===== src/rtl/ret_pred_ctrl_pkg.sv =====
// Shared types and constants for the return-address prediction controller.
package ret_pred_ctrl_pkg;

  localparam int ADDR_WIDTH = 32;

  localparam logic [6:0] OPC_JAL  = 7'b1101111;
  localparam logic [6:0] OPC_JALR = 7'b1100111;
  localparam logic [4:0] LINK_X1  = 5'd1;
  localparam logic [4:0] LINK_X5  = 5'd5;

  typedef enum logic {
    ST_IDLE = 1'b0,
    ST_CORO = 1'b1
  } state_e;

  typedef enum logic [1:0] {
    CLS_NONE,
    CLS_PUSH,
    CLS_POP,
    CLS_CORO
  } cls_e;

  typedef struct packed {
    logic                  pred;
    logic [ADDR_WIDTH-1:0] target;
  } pend_t;

  function automatic logic is_link(input logic [4:0] r);
    return (r == LINK_X1) || (r == LINK_X5);
  endfunction

  // Return-stack hint decoding for JAL/JALR based on link-register usage.
  function automatic cls_e classify(input logic [6:0] opc, input logic [4:0] rd,
                                    input logic [4:0] rs1);
    cls_e c;
    c = CLS_NONE;
    if (opc == OPC_JAL) begin
      if (is_link(rd)) c = CLS_PUSH;
    end else if (opc == OPC_JALR) begin
      case ({is_link(rd), is_link(rs1)})
        2'b10:   c = CLS_PUSH;
        2'b01:   c = CLS_POP;
        2'b11:   c = (rd == rs1) ? CLS_PUSH : CLS_CORO;
        default: c = CLS_NONE;
      endcase
    end
    return c;
  endfunction

endpackage


===== src/rtl/ret_pred_ctrl_if.sv =====
// Decode / return-stack / execute signal bundle for ret_pred_ctrl.
interface ret_pred_ctrl_if import ret_pred_ctrl_pkg::*; #(
  parameter int CNT_WIDTH = 16
);

  logic                  dec_valid;
  logic [31:0]           instr_dec;
  logic [ADDR_WIDTH-1:0] pc_dec;
  logic                  stack_empty;
  logic [ADDR_WIDTH-1:0] ret_addr;
  logic                  ret_stack_wen;
  logic                  ret_stack_ren;
  logic                  dec_stall;
  logic                  pred_valid;
  logic [ADDR_WIDTH-1:0] pred_target;
  logic                  ex_ret_valid;
  logic [ADDR_WIDTH-1:0] ex_ret_target;
  logic                  flush;
  logic                  mispred;
  logic [ADDR_WIDTH-1:0] mispred_target;
  logic [CNT_WIDTH-1:0]  mispred_cnt;

  modport slave (
    input  dec_valid, instr_dec, pc_dec, stack_empty, ret_addr,
           ex_ret_valid, ex_ret_target, flush,
    output ret_stack_wen, ret_stack_ren, dec_stall, pred_valid, pred_target,
           mispred, mispred_target, mispred_cnt
  );

  modport master (
    output dec_valid, instr_dec, pc_dec, stack_empty, ret_addr,
           ex_ret_valid, ex_ret_target, flush,
    input  ret_stack_wen, ret_stack_ren, dec_stall, pred_valid, pred_target,
           mispred, mispred_target, mispred_cnt
  );

endinterface


===== src/rtl/ret_pend_fifo.sv =====
// Pending-prediction FIFO: one entry per unresolved return, clear beats enq/deq.
module ret_pend_fifo #(
  parameter int DEPTH = 4,
  parameter int WIDTH = 33
) (
  input  logic             cpu_clk,
  input  logic             cpu_rstn,
  input  logic             enq_i,
  input  logic [WIDTH-1:0] enq_data_i,
  input  logic             deq_i,
  input  logic             clr_i,
  output logic             full_o,
  output logic             empty_o,
  output logic [WIDTH-1:0] head_o
);

  localparam int PW = $clog2(DEPTH);
  localparam logic [PW-1:0] PTR_ONE  = PW'(1);
  localparam logic [PW:0]   CNT_ONE  = (PW+1)'(1);
  localparam logic [PW:0]   CNT_FULL = (PW+1)'(DEPTH);

  logic [WIDTH-1:0] mem_q [DEPTH];
  logic [PW-1:0]    rd_ptr_q, wr_ptr_q;
  logic [PW:0]      count_q;
  logic             do_enq, do_deq;

  assign full_o  = (count_q == CNT_FULL);
  assign empty_o = (count_q == '0);
  assign head_o  = mem_q[rd_ptr_q];

  assign do_enq = enq_i && !clr_i && !full_o;
  assign do_deq = deq_i && !clr_i && !empty_o;

  always_ff @(posedge cpu_clk or negedge cpu_rstn) begin
    if (!cpu_rstn) begin
      rd_ptr_q <= '0;
      wr_ptr_q <= '0;
      count_q  <= '0;
    end else if (clr_i) begin
      rd_ptr_q <= '0;
      wr_ptr_q <= '0;
      count_q  <= '0;
    end else begin
      if (do_enq) wr_ptr_q <= wr_ptr_q + PTR_ONE;
      if (do_deq) rd_ptr_q <= rd_ptr_q + PTR_ONE;
      case ({do_enq, do_deq})
        2'b10:   count_q <= count_q + CNT_ONE;
        2'b01:   count_q <= count_q - CNT_ONE;
        default: count_q <= count_q;
      endcase
    end
  end

  // Storage needs no reset: entries are only read while count_q is non-zero.
  always_ff @(posedge cpu_clk) begin
    if (do_enq) mem_q[wr_ptr_q] <= enq_data_i;
  end

endmodule


===== src/rtl/ret_pred_ctrl.sv =====
// Return-address prediction controller: classifies JAL/JALR, drives return-stack
// strobes, predicts return targets and reports mispredictions from execute.
//
//   state   | meaning
//   --------+-------------------------------------------------------------
//   ST_IDLE | classify decode; push / pop / start coroutine
//   ST_CORO | coroutine second half: push the held pc_dec, then back to IDLE
module ret_pred_ctrl import ret_pred_ctrl_pkg::*; #(
  parameter int pend_depth = 4,
  parameter int cnt_width  = 16
) (
  input logic            cpu_clk,
  input logic            cpu_rstn,
  ret_pred_ctrl_if.slave bus
);

  state_e                state_q, state_d;
  cls_e                  cls;
  logic                  ret_cls;
  logic                  fifo_full, fifo_empty;
  logic                  enq, deq, clr;
  pend_t                 enq_data, head;
  logic                  wen, ren, pv, stall;
  logic [ADDR_WIDTH-1:0] pt;
  logic                  mispred_d, mispred_q;
  logic [ADDR_WIDTH-1:0] mtgt_d, mtgt_q;
  logic [cnt_width-1:0]  cnt_d, cnt_q;
  logic                  unused_instr;

  assign cls = classify(bus.instr_dec[6:0], bus.instr_dec[11:7], bus.instr_dec[19:15]);
  assign unused_instr = ^{bus.instr_dec[31:20], bus.instr_dec[14:12]};
  assign ret_cls = bus.dec_valid && (state_q == ST_IDLE) &&
                   ((cls == CLS_POP) || (cls == CLS_CORO));

  always_ff @(posedge cpu_clk or negedge cpu_rstn) begin
    if (!cpu_rstn) state_q <= ST_IDLE;
    else           state_q <= state_d;
  end

  always_comb begin
    state_d = state_q;
    case (state_q)
      ST_IDLE: if (enq && (cls == CLS_CORO)) state_d = ST_CORO;
      ST_CORO: state_d = ST_IDLE;
      default: state_d = ST_IDLE;
    endcase
  end

  // A coroutine stalls decode in its first cycle so pc_dec is still held
  // when the push happens in ST_CORO.
  always_comb begin
    wen      = 1'b0;
    ren      = 1'b0;
    pv       = 1'b0;
    pt       = '0;
    stall    = 1'b0;
    enq      = 1'b0;
    enq_data = '0;
    if (bus.dec_valid) begin
      case (state_q)
        ST_IDLE: begin
          if (ret_cls && fifo_full) begin
            stall = 1'b1;
          end else begin
            if (cls == CLS_CORO) stall = 1'b1;
            if (!bus.flush) begin
              case (cls)
                CLS_PUSH: wen = 1'b1;
                CLS_POP, CLS_CORO: begin
                  enq           = 1'b1;
                  enq_data.pred = !bus.stack_empty;
                  if (!bus.stack_empty) begin
                    ren             = 1'b1;
                    pv              = 1'b1;
                    pt              = bus.ret_addr;
                    enq_data.target = bus.ret_addr;
                  end
                end
                default: ;
              endcase
            end
          end
        end
        ST_CORO: wen = !bus.flush;
        default: ;
      endcase
    end
  end

  assign bus.ret_stack_wen = wen;
  assign bus.ret_stack_ren = ren;
  assign bus.pred_valid    = pv;
  assign bus.pred_target   = pt;
  assign bus.dec_stall     = stall;

  // A mispredict flushes younger predictions; the FIFO lets clr win over enq.
  assign mispred_d = bus.ex_ret_valid && !bus.flush &&
                     (fifo_empty || !head.pred || (head.target != bus.ex_ret_target));
  assign deq = bus.ex_ret_valid && !bus.flush && !fifo_empty;
  assign clr = bus.flush || mispred_d;

  ret_pend_fifo #(
    .DEPTH (pend_depth),
    .WIDTH ($bits(pend_t))
  ) u_pend_fifo (
    .cpu_clk    (cpu_clk),
    .cpu_rstn   (cpu_rstn),
    .enq_i      (enq),
    .enq_data_i (enq_data),
    .deq_i      (deq),
    .clr_i      (clr),
    .full_o     (fifo_full),
    .empty_o    (fifo_empty),
    .head_o     (head)
  );

  always_comb begin
    mtgt_d = mtgt_q;
    cnt_d  = cnt_q;
    if (mispred_d) begin
      mtgt_d = bus.ex_ret_target;
      if (cnt_q != '1) cnt_d = cnt_q + 1'b1;
    end
  end

  always_ff @(posedge cpu_clk or negedge cpu_rstn) begin
    if (!cpu_rstn) begin
      mispred_q <= 1'b0;
      mtgt_q    <= '0;
      cnt_q     <= '0;
    end else begin
      mispred_q <= mispred_d;
      mtgt_q    <= mtgt_d;
      cnt_q     <= cnt_d;
    end
  end

  assign bus.mispred        = mispred_q;
  assign bus.mispred_target = mtgt_q;
  assign bus.mispred_cnt    = cnt_q;

endmodule


===== src/flat_wrapper.sv =====
// flat-port wrapper written by rule: the top's interface ports become plain ports
module ret_pred_ctrl_flat import ret_pred_ctrl_pkg::*;
#(
  parameter int pend_depth = 4,
  parameter int cnt_width  = 16
)
  (cpu_clk, cpu_rstn, bus_dec_valid, bus_instr_dec, bus_pc_dec, bus_stack_empty, bus_ret_addr, bus_ex_ret_valid, bus_ex_ret_target, bus_flush, bus_ret_stack_wen, bus_ret_stack_ren, bus_dec_stall, bus_pred_valid, bus_pred_target, bus_mispred, bus_mispred_target, bus_mispred_cnt);
  ret_pred_ctrl_if #(.CNT_WIDTH((16))) bus_i ();
  input logic cpu_clk;
  input logic cpu_rstn;
  input wire logic [$bits(bus_i.dec_valid)-1:0] bus_dec_valid;
  input wire logic [$bits(bus_i.instr_dec)-1:0] bus_instr_dec;
  input wire logic [$bits(bus_i.pc_dec)-1:0] bus_pc_dec;
  input wire logic [$bits(bus_i.stack_empty)-1:0] bus_stack_empty;
  input wire logic [$bits(bus_i.ret_addr)-1:0] bus_ret_addr;
  input wire logic [$bits(bus_i.ex_ret_valid)-1:0] bus_ex_ret_valid;
  input wire logic [$bits(bus_i.ex_ret_target)-1:0] bus_ex_ret_target;
  input wire logic [$bits(bus_i.flush)-1:0] bus_flush;
  output wire logic [$bits(bus_i.ret_stack_wen)-1:0] bus_ret_stack_wen;
  output wire logic [$bits(bus_i.ret_stack_ren)-1:0] bus_ret_stack_ren;
  output wire logic [$bits(bus_i.dec_stall)-1:0] bus_dec_stall;
  output wire logic [$bits(bus_i.pred_valid)-1:0] bus_pred_valid;
  output wire logic [$bits(bus_i.pred_target)-1:0] bus_pred_target;
  output wire logic [$bits(bus_i.mispred)-1:0] bus_mispred;
  output wire logic [$bits(bus_i.mispred_target)-1:0] bus_mispred_target;
  output wire logic [$bits(bus_i.mispred_cnt)-1:0] bus_mispred_cnt;
  assign bus_i.dec_valid = bus_dec_valid;
  assign bus_i.instr_dec = bus_instr_dec;
  assign bus_i.pc_dec = bus_pc_dec;
  assign bus_i.stack_empty = bus_stack_empty;
  assign bus_i.ret_addr = bus_ret_addr;
  assign bus_i.ex_ret_valid = bus_ex_ret_valid;
  assign bus_i.ex_ret_target = bus_ex_ret_target;
  assign bus_i.flush = bus_flush;
  assign bus_ret_stack_wen = bus_i.ret_stack_wen;
  assign bus_ret_stack_ren = bus_i.ret_stack_ren;
  assign bus_dec_stall = bus_i.dec_stall;
  assign bus_pred_valid = bus_i.pred_valid;
  assign bus_pred_target = bus_i.pred_target;
  assign bus_mispred = bus_i.mispred;
  assign bus_mispred_target = bus_i.mispred_target;
  assign bus_mispred_cnt = bus_i.mispred_cnt;
  ret_pred_ctrl #(.pend_depth(pend_depth), .cnt_width(cnt_width)) u_core (.cpu_clk(cpu_clk), .cpu_rstn(cpu_rstn), .bus(bus_i));
endmodule

===== config.mk =====
export PLATFORM = sky130hd
export DESIGN_NAME = ret_pred_ctrl_flat
export DESIGN_NICKNAME = d
export VERILOG_FILES = /design/src/rtl/ret_pred_ctrl_pkg.sv /design/src/rtl/ret_pred_ctrl_if.sv /design/src/rtl/ret_pend_fifo.sv /design/src/rtl/ret_pred_ctrl.sv /design/src/flat_wrapper.sv
export SDC_FILE = /design/constraint.sdc
export NUM_CORES = 1
export LEC_CHECK = 0
export ABC_AREA = 1
export CORE_MARGIN = 1.5
export CORE_UTILIZATION = 38
export CTS_CLUSTER_SIZE = 24
export DETAILED_ROUTE_END_ITERATION = 8
export DONT_BUFFER_PORTS = 1
export PLACE_DENSITY = 0.64
export SYNTH_ARGS = -nofsm -noshare
export SYNTH_HDL_FRONTEND = slang
export SYNTH_SLANG_ARGS = --single-unit

===== constraint.sdc =====
create_clock -name cpu_clk -period 9.3 [get_ports cpu_clk]
set_input_delay 0.93 -clock cpu_clk [delete_from_list [all_inputs] [get_ports cpu_clk]]
set_output_delay 0.93 -clock cpu_clk [all_outputs]
set_load 0.01 [all_outputs]

==> metrics.yaml, run 1 <==
ctsHoldBuffers: 0
diodes: 0
avgSynthCellArea_sq_um: 9.33
worstSetupPathType: "reg -> reg"
crit_path_end_kind: "register"
hp-class: "in -> async"
final_cell_mix: "nand2_1, edfxtp_1, inv_1"
pin_count: 219
antenna_found_initial: 0
final_cells: 1233
post-route-util: 0.425
wl_mm: 21.6
die-width_um: 155
final_common_cell: "nand2_1"
finalCritPeriodShare: 0.474
cts_root_buf: "clkbuf_16"
cts_tree: "yes"
r2r_start: "u_core.u_pend_fifo.rd_ptr_q[0]"
crit_fanout: 69
nNetsFinal: 1076
clock.fmax_mhz: 227
clk_pin_slew_ps: 80
setup_violations: 0
cts.sinks: 189
ir_drop_v: 0.0000966
final_hold_viol_count: 0
yosysSeqAreaShare: 0.613
clockBufferDepth: 2
slowest_stage: "o21ai_0"
ys_seq_elements: 189
drc: 0
drtIter0Drc: 405
startpoint: "u_core.u_pend_fifo.rd_ptr_q[0]"
crit_family: "buffers and inverters"
drive_gt1_frac: 0.0549
rows: 55
p_leak_nw: 3.97
cellPowerDensity_nw_per_um2: 186
num_vias: 6059
final.setup.tns_ps: 0
reg2reg_to: "u_core.u_pend_fifo.count_q[2]"
die_height_um: 155
numCtsBuffers: 17
cp.required_ps: 9670
multi_input_area_sq_um: 2810
dieArea_sq_um: 24100
numPortBuffers: 0
yosysWarningCount: 0
core-area_sq_um: 22700
grt_pass1_vias: 5662
finClkSkew_ps: 11.8
dr.pass1.iters: 5
rsz0062_at_grt: "false"
maxSlewViolCount: 0
outcome: "completed"
slew-limit-headroom: 0.328
gr-total-overflow: 0
syn_inst: 943
start_util: 0.387
nFillCells: 2210
postRouteAntennaNets: 0
tightestPinTransition_ps: 1010
cp-start-kind: "register"
r2r_cells: 18
seq_area_sq_um: 5390
grt_util_all_layers: 0.184
grt_max_degree: 70
cp.arrival_ps: 4780
gp_congestion: 0.916
r2r_slack_ps: 4890
cp_cell_sequence: "buf_4, inv_2, buf_4, nor2_1, o21ai_0, nor2_1, nor2_1, nand3_1, nor2_1, nand2_1, nand2_2, nand2_2, ha_1, fa_1, a21oi_1, o21ai_0, xor2_1, nor2_1"
syn_nets: 1084
syn-cell-area_sq_um: 8800
critPathBufInv: 3
viasPerCell: 4.91
syn_to_final_growth_pct: 9.70
clk_latency_ps: 440
wire_per_inst_um: 17.5
slowest_delay_ps: 580
post_cts_buffers: 0
ctsResizeCount: 0
grt_pass1_wl_mm: 32.6
ys_types: 29
total_power_mw: 1.80
crit_top_cell: "nor2_1"
dpl.cell_count: 1201
period_needed_ps: 4410
max_cap_viol_count: 0
htreeDepth: 4
dp_hpwl_mm: 14.9
==> cells in the mapped netlist, drive strengths merged <==
| cell | count | area (sq um) |
|---|---|---|
| a21boi | 1 | 7.51 |
| a21oi | 4 | 20.0 |
| and2 | 1 | 6.26 |
| buf | 30 | 193 |
| clkbuf | 6 | 23.8 |
| dfrtp | 57 | 1430 |
| edfxtp | 132 | 3960 |
| fa | 1 | 20.0 |
| ha | 6 | 75.1 |
| inv | 104 | 390 |
| nand2 | 319 | 1200 |
| nand3 | 100 | 500 |
| nand3b | 2 | 15.0 |
| nand4 | 16 | 100 |
| nor2 | 71 | 267 |
| nor3 | 16 | 80.1 |
| nor3b | 2 | 15.0 |
| nor4 | 1 | 6.26 |
| o2111ai | 1 | 8.76 |
| o211ai | 1 | 7.51 |
| o21ai | 43 | 215 |
| or2 | 1 | 6.26 |
| xnor2 | 6 | 52.6 |
| xor2 | 22 | 193 |
==> cell families (layout without fill, tap and decap cells) <==
kind of cell,after synthesis,count (layout),share of synthesized area
and+or+nand+nor,529,529,0.250
DFF,189,189,0.613
buffers and inverters,140,145,0.0690
AOI/OAI and AO/OA,50,50,0.0294
xor gates and xnor gates,28,28,0.0279
adders and majority gates,7,7,0.0108
==> how the worst max path moves through the flow <==
stage                                           endpoint  slack [ps]  cells after the start
final                      u_core.u_pend_fifo.count_q[2]        4890                     18
after detailed placement             bus_pred_target[23]        4790                      9
after global placement                bus_pred_target[0]        4840                      9
after CTS                            bus_pred_target[23]        4790                      9
after floorplan           u_core.u_pend_fifo.mem_q[0][0]        5520                      8
after global routing                 bus_pred_target[29]        4510                      9
==> metal layers <==
| metal | vias to the layer above | track usage | wire [um] |
|---|---|---|---|
| li1 | 3051 | - | - |
| met1 | 2758 | 0.234 | 9280 |
| met2 | 219 | 0.286 | 9920 |
| met3 | 31 | 0.0694 | 1880 |
| met4 | 0 | 0.0691 | 527 |
| met5 | - | 0 | 0 |
==> state kept, by name (all words and copies together), names as in the netlist <==
name	cells
u_core.u_pend_fifo.count_q	3
u_core.bus.mispred_target	32
u_core.u_pend_fifo.mem_q	132
u_core.u_pend_fifo.rd_ptr_q	2
u_core.state_q	1
u_core.bus.mispred	1
u_core.bus.mispred_cnt	16
u_core.u_pend_fifo.wr_ptr_q	2
==> area by class of cell <==
| cell class | count | share of cell area |
|---|---|---|
| clock inverters | 14 | 0.0211 |
| inverters | 104 | 0.0405 |
| multi-input cells | 614 | 0.291 |
| flip-flops and latches | 189 | 0.559 |
| repair buffers | 9 | 0.00700 |
| clock buffers | 18 | 0.0445 |
| well taps | 285 | 0.0370 |
==> through the flow <==
step           hold WS (ps)  instance area (sq um)  setup WS, ps
2_1_floorplan           437                   8800          5520
3_5_place_dp            459                   9020          4790
3_3_place_gp            452                   9020          4840
4_1_cts                 165                   9650          4790
5_1_grt                 157                   9650          4510
6_report                181                   9650          4890
==> report_power, final <==
group | total [mW] | switching (mW) | internal (mW)
sequential | 0.959 | 0.0421 | 0.917
clock | 0.774 | 0.339 | 0.435
combinational | 0.0659 | 0.0406 | 0.0252
total | 1.80 | 0.422 | 1.38
(Power assumes the default switching activity.)
==> inputs of run 2 (changes only) <==
--- a/config.mk
+++ b/config.mk
@@ -5,7 +5,7 @@
 export SDC_FILE = /design/constraint.sdc
 export NUM_CORES = 1
 export LEC_CHECK = 0
-export ABC_AREA = 1
+export ABC_AREA = 0
 export CORE_MARGIN = 1.5
 export CORE_UTILIZATION = 38
 export CTS_CLUSTER_SIZE = 24
==> constraint.sdc (replaced) <==
create_clock -name cpu_clk -period 4.1 [get_ports cpu_clk]
set_input_delay 0.41 -clock cpu_clk [delete_from_list [all_inputs] [get_ports cpu_clk]]
set_output_delay 0.41 -clock cpu_clk [all_outputs]
set_load 0.01 [all_outputs]
==> run 2 against run 1 <==
Wire length fell by 17%. Combinational power grew to 2.5 times the previous value. Register-to-register slack worse by 4800 ps. Critical path depth shrank 4. Largest power group unchanged. Die area is 6.7% lower. Clock skew increased by 6.8 ps. Worst hold slack got worse by 140 ps. Sequential power grew 130%. Flip-flop and latch count unchanged. Non-clock buffer count rose by 17. Largest cell class unchanged. Critical path type unchanged. Clock-buffer cell count increased by 1.
==> metrics.yaml, run 2 <==
dieArea_sq_um: 22500  # -6.7%
r2r_cells: 14  # -4
die_height_um: 150  # -3.4%
grt_util_all_layers: 0.162  # -0.0217
die-width_um: 150  # -3.4%
yosysSeqAreaShare: 0.658  # +0.0449
synth_top_cell_by_area: "edfxtp_1"
syn_to_final_growth_pct: 15.1
period_needed_ps: 3980  # -437 ps
clockBufferDepth: 2  # unchanged
drtIter0Drc: 210  # -48%
htreeDepth: 4  # unchanged
tightestPinTransition_ps: 557  # -450 ps
cp.arrival_ps: 4290  # -490 ps
largest_reg_flops: 132  # unchanged
clock.fmax_mhz: 252  # +11%
dp_hpwl_mm: 12.1  # -19%
cts.sinks: 189  # unchanged
finClkSkew_ps: 18.6  # +6.76 ps
synth-edff-count: 132  # unchanged
whs_ps: 38.4  # -142 ps
crit_fanout: 7  # -90%
r2r_start: "u_core.u_pend_fifo.rd_ptr_q[0]"
hold_depth: 1
crit_path_end_kind: "register"
startpoint: "u_core.u_pend_fifo.rd_ptr_q[0]"
finalCritPeriodShare: 0.970  # +0.495
yosysTopAreaCellShare: 0.484  # +0.0330
grt_max_degree: 58  # -17%
yosysMostFrequentCell: "edfxtp_1"
cp.required_ps: 4420  # -5250 ps
num_vias: 4449  # -27%
cp-start-kind: "register"
numCtsBuffers: 17  # unchanged
numPortBuffers: 0  # unchanged
antenna_found_initial: 0  # unchanged
synth.area.top_cells: "edfxtp_1, dfrtp_1, mux4_2"
core-area_sq_um: 21100  # -7.1%
rows: 53  # -3.6%
ys_top_cells_by_count: "edfxtp_1, dfrtp_1, xnor2_1"
dr.pass1.iters: 4  # -1
avgSynthCellArea_sq_um: 16.0  # +72%
cts_root_buf: "clkbuf_16"
gr-total-overflow: 0  # unchanged
p_leak_nw: 3.31  # -17%
worst_hold_path.endpoint: "u_core.u_pend_fifo.count_q[2]"
ys_types: 47  # +62%
final_common_cell: "edfxtp_1"
grtUsageMet2: 0.280  # -0.00587
met1_usage: 0.191  # -0.0433
postRouteAntennaNets: 0  # unchanged
viasPerCell: 5.39  # +9.6%
rsz0062_at_grt: "false"
pin_count: 219  # unchanged
top_register: "u_core.u_pend_fifo.mem_q"
ir_drop_v: 0.000251  # +160%
gp_congestion: 0.799  # -13%
drc: 0  # unchanged
final_hold_viol_count: 0  # unchanged
grt_most_used_layer: "met2"
yosysWarningCount: 0  # unchanged
max_cap_viol_count: 0  # unchanged
hp-class: "in -> reg"
syn_inst: 512  # -46%
slew-limit-headroom: 0.627  # +0.299
drive_gt1_frac: 0.242  # +0.187
nNetsFinal: 678  # -37%
hp-start: "bus_flush"
grt_pass1_vias: 4800  # -15%
ys_seq_elements: 189  # unchanged
dpl.cell_count: 785  # -35%
synthArstFlopShare: 0.302  # unchanged
wl_mm: 17.9  # -17%
cts_tree: "yes"
met3_usage: 0.0546  # -0.0148
synth_ff_type: "edfxtp_1"
outcome: "completed"
start_util: 0.389  # +0.00131
setup_violations: 0  # unchanged
reg2reg_to: "u_core.u_pend_fifo.count_q[2]"
syn-cell-area_sq_um: 8200  # -6.8%
maxSlewViolCount: 0  # unchanged
clk_pin_slew_ps: 70  # about the same
final_cells: 826  # -33%
wire_per_inst_um: 21.7  # +24%
final_cell_mix: "edfxtp_1, dfrtp_1, and2_1"
worstSetupPathType: "reg -> reg"
grt_pass1_wl_mm: 26.7  # -18%
cellPowerDensity_nw_per_um2: 421  # +130%
clk_latency_ps: 440  # about the same
syn_nets: 653  # -40%
r2r_slack_ps: 120  # -4760 ps
run 2: timing repair:
item                                    in CTS  in global routing
buffers inserted                             0                  5
hold endpoints to repair                    57                  0
pin swaps                                    0                  3
gates cloned                                 0                  1
resized for setup                            3                 14
hold buffers                                 2                  0
endpoints found under the setup margin       1                133
run 2: how the worst max path moves through the flow:
stage	depth (start not counted)	slack (ps)	end
floorplan	10	50	u_core.u_pend_fifo.mem_q[0][0]
global placement	14	60	u_core.u_pend_fifo.count_q[2]
detailed placement	14	-2	u_core.u_pend_fifo.count_q[2]
CTS	14	40	u_core.u_pend_fifo.count_q[2]
global route	14	2	u_core.u_pend_fifo.count_q[2]
finish	14	120	u_core.u_pend_fifo.count_q[2]
run 2: logic make-up (layout without fill, tap and decap cells):
| kind of cell | Yosys count | after routing | share of synthesized area |
|---|---|---|---|
| flip-flops | 189 | 189 | 0.658 |
| other | 0 | 1 | 0 |
| AND/OR/NAND/NOR | 135 | 135 | 0.0969 |
| multiplexers | 83 | 83 | 0.148 |
| buffers and inverters | 28 | 66 | 0.0177 |
| adder cells (fa/ha/maj) | 7 | 7 | 0.0116 |
| AO/OA/AOI/OAI | 24 | 24 | 0.0189 |
| XOR/XNOR | 46 | 46 | 0.0492 |
run 2: through the flow:
stage,util,instance area (sq um),setup slack [ps],TNS [ps],power (mW)
4_1_cts,0.440,9280,37.2,0,4.01
5_1_grt,0.447,9440,2.43,0,4.12
2_1_floorplan,-,8200,53.8,0,2.35
6_report,0.448,9440,124,0,3.98
3_3_place_gp,0.411,8660,57.7,0,2.39
3_5_place_dp,0.411,8660,-1.73,-1.73,2.40
run 2: per-layer routing:
metal / part of all wire / vias to the layer above / wire, um
li1: - / 2001 / -
met1: 0.39 / 2258 / 7020
met2: 0.51 / 175 / 9140
met3: 0.088 / 15 / 1580
met4: 0.0084 / 0 / 151
met5: 0 / - / 0
run 2: layout make-up:
| class | count | area [sq um] |
|---|---|---|
| diodes | 1 | 2.50 |
| well taps | 275 | 344 |
| fillers | 1849 | 11600 |
| clock buffers | 19 | 433 |
| repair buffers | 26 | 323 |
| clock inverters | 13 | 133 |
| flip-flops and latches | 189 | 5390 |
| inverters | 8 | 30.0 |
| multi-input cells | 295 | 2780 |
run 2: critical path, stage by stage, from the launching register on:
cell and delay (ps):
dfrtp_2 470, buf_12 160, mux4_2 540, xnor2_2 230, nand4_1 150, or4_4 510
or4_4 570, nand2_2 90, nand2_1 60, ha_2 200, fa_1 380, xnor2_1 170
nor2_1 80, xnor2_1 200, nor3_2 50
run 2: where the power goes:
part           leakage, nW  total, mW  internal (mW)  switching (mW)
clock network        0.274       1.60          0.855           0.741
registers             1.93       2.21           2.10           0.113
logic                 1.10      0.165         0.0924          0.0730
==> inputs of run 3 (changes only) <==
--- a/config.mk
+++ b/config.mk
@@ -6,12 +6,16 @@
 export NUM_CORES = 1
 export LEC_CHECK = 0
 export ABC_AREA = 0
+export CAP_MARGIN = 20
+export CELL_PAD_IN_SITES_DETAIL_PLACEMENT = 1
+export CELL_PAD_IN_SITES_GLOBAL_PLACEMENT = 1
 export CORE_MARGIN = 1.5
 export CORE_UTILIZATION = 38
 export CTS_CLUSTER_SIZE = 24
 export DETAILED_ROUTE_END_ITERATION = 8
 export DONT_BUFFER_PORTS = 1
-export PLACE_DENSITY = 0.64
+export PLACE_DENSITY = 0.73
 export SYNTH_ARGS = -nofsm -noshare
 export SYNTH_HDL_FRONTEND = slang
 export SYNTH_SLANG_ARGS = --single-unit
+export TNS_END_PERCENT = 5
==> run 3 against run 2 <==
Critical path depth up 1. Clock-buffer cell count down 1. First-iteration DRC count up 1.9%. Via count up 3.4%. Cell area up 0.90%. Clock power up 11%. Clock skew down 3.5 ps.
==> metrics.yaml, run 3 (synthesis gave the netlist of run 2 again) <==
gp_congestion: 0.803  # +0.55%
die-width_um: 150  # unchanged
grt_util_all_layers: 0.175  # +0.0122
intPower_mw: 3.19  # +4.8%
clockBufferDepth: 2  # unchanged
drtIter0Drc: 214  # +1.9%
p_leak_nw: 3.36  # +1.5%
numCtsBuffers: 17  # unchanged
cp.arrival_ps: 4240  # -50 ps
clk_pin_slew_ps: 70  # about the same
cp.required_ps: 4420  # about the same
syn_to_final_growth_pct: 16.2
antenna_found_initial: 1  # +1
clock.fmax_mhz: 255  # +1.4%
wl_mm: 18.9  # +5.4%
finClkSkew_ps: 15.1  # -3.48 ps
numPortBuffers: 0  # unchanged
final_common_cell: "edfxtp_1"
rsz0062_at_grt: "false"
clk_latency_ps: 440  # about the same
htreeDepth: 4  # unchanged
nFillCells: 2055  # +11%
grt_pass1_wl_mm: 28.7  # +7.7%
wire_per_inst_um: 22.6  # +4.5%
tightestPinTransition_ps: 642  # +84.7 ps
ir_drop_v: 0.000278  # +11%
viasPerCell: 5.52  # +2.5%
die_height_um: 150  # unchanged
cts_tree: "yes"
largest_reg_flops: 132  # unchanged
dp_hpwl_mm: 13.2  # +9.2%
power_frac_comb: 0.041  # about the same
slew-limit-headroom: 0.571  # -0.0567
crit_fanout: 7  # unchanged
setup_violations: 0  # unchanged
postRouteAntennaNets: 0  # unchanged
drive_gt1_frac: 0.253  # +0.0113
num_vias: 4599  # +3.4%
hp-class: "in -> reg"
seqPwrFrac: 0.533  # -0.024
cellPowerDensity_nw_per_um2: 436  # +3.6%
final_cell_mix: "edfxtp_1, dfrtp_1, and2_1"
p_switching_uw: 962  # +3.7%
drc: 0  # unchanged
cts_root_buf: "clkbuf_16"
total_power_mw: 4.16  # +4.6%
worstSetupPathType: "reg -> reg"
grt_max_degree: 58  # unchanged
core-area_sq_um: 21100  # unchanged
max_cap_viol_count: 0  # unchanged
crit_path_end_kind: "register"
r2r_slack_ps: 180  # +50 ps
dieArea_sq_um: 22500  # unchanged
final_hold_viol_count: 0  # unchanged
finalCritPeriodShare: 0.957  # -0.0129
period_needed_ps: 3920  # -53.0 ps
swShare: 0.231  # -0.00192
start_util: 0.389  # unchanged
pin_count: 219  # unchanged
power_frac_clock: 0.426  # +0.024
nNetsFinal: 685  # +1.0%
gr-total-overflow: 0  # unchanged
maxSlewViolCount: 0  # unchanged
grt_pass1_vias: 5013  # +4.4%
top_register: "u_core.u_pend_fifo.mem_q"
cts.sinks: 189  # unchanged
cp-start-kind: "register"
final.setup.tns_ps: 0  # unchanged
outcome: "completed"
dr.pass1.iters: 4  # unchanged
rows: 53  # unchanged
==> run 3: changes by cell type in the layout (fill, tap and decap cells not counted), sizes merged <==
cell	delta
clkinvlp	-2
clkinv	+1
buf	+8
bufinv	+2
clkbuf	-2
==> run 3: per-stage QoR <==
step | hold WS, ps | instances | setup slack (ps) | utilization | instance area, sq um
final | 35.9 | 833 | 177 | 0.452 | 9520
after global routing | 21.5 | 832 | 4.03 | 0.451 | 9520
after CTS | 15.7 | 827 | 31.5 | 0.448 | 9440
after detailed placement | 116 | 791 | 0.844 | 0.413 | 8710
after global placement | 116 | 791 | 29.0 | 0.413 | 8710
after floorplan | 114 | 512 | 53.8 | - | 8200
==> run 3: worst paths after layout <==
kind | startpoint | endpoint | cells after the start
max reg2reg | u_core.u_pend_fifo.rd_ptr_q[0] | u_core.u_pend_fifo.count_q[2] | 15
max in group asynchronous | cpu_rstn | u_core.bus.mispred_target[12] | 2
max | u_core.u_pend_fifo.rd_ptr_q[0] | u_core.u_pend_fifo.count_q[2] | 15
min in group asynchronous | cpu_rstn | u_core.bus.mispred_target[7] | 2
min reg2reg | u_core.state_q | u_core.state_q | 1
min | bus_flush | u_core.u_pend_fifo.count_q[2] | 1
==> run 3: layout make-up <==
class	count	area [sq um]	area share
Sequential cell	189	5390	0.566
Clock buffer	18	439	0.0461
Timing Repair Buffer	33	358	0.0376
Inverter	8	30.0	0.00315
Multi-Input combinational cell	295	2760	0.289
Tap cell	275	344	0.0361
Clock inverter	14	201	0.0212
Antenna cell	1	2.50	0.000263
==> run 3: repair_timing <==
action,4_1_cts,5_1_grt
endpoints found under the hold margin,57,0
setup endpoints to repair,1,93
hold buffers,2,0
setup buffers,2,5
pin swaps,0,2
cloned,0,0
resized for setup,5,7
==> run 3: power by group through the flow <==
stage	registers (mW)	logic (mW)	clock network, mW
finish	2.22	0.170	1.77
global route	2.23	0.187	1.88
CTS	2.22	0.172	1.80
detailed placement	2.26	0.153	0
global placement	2.25	0.140	0
floorplan	2.23	0.123	0
==> run 3: routing by layer <==
metal	vias to the layer above	share of wire	global-route usage
met4	0	0.012	0.0520
li1	2015	-	-
met1	2380	0.43	0.229
met5	-	0	0
met3	17	0.074	0.0500
met2	187	0.48	0.282
==> run 3: worst max-delay path, cell delays in order, from the launching register on <==
cell and delay, ps:
dfrtp_2 440, buf_12 150, mux4_2 520, xnor2_2 160
buf_4 150, nand4_1 90, or4_1 540, or4_4 580
nand2_2 100, nand2_1 60, ha_2 210, fa_1 370
xnor2_1 140, nor2_1 60, xnor2_1 190, nor3_2 50
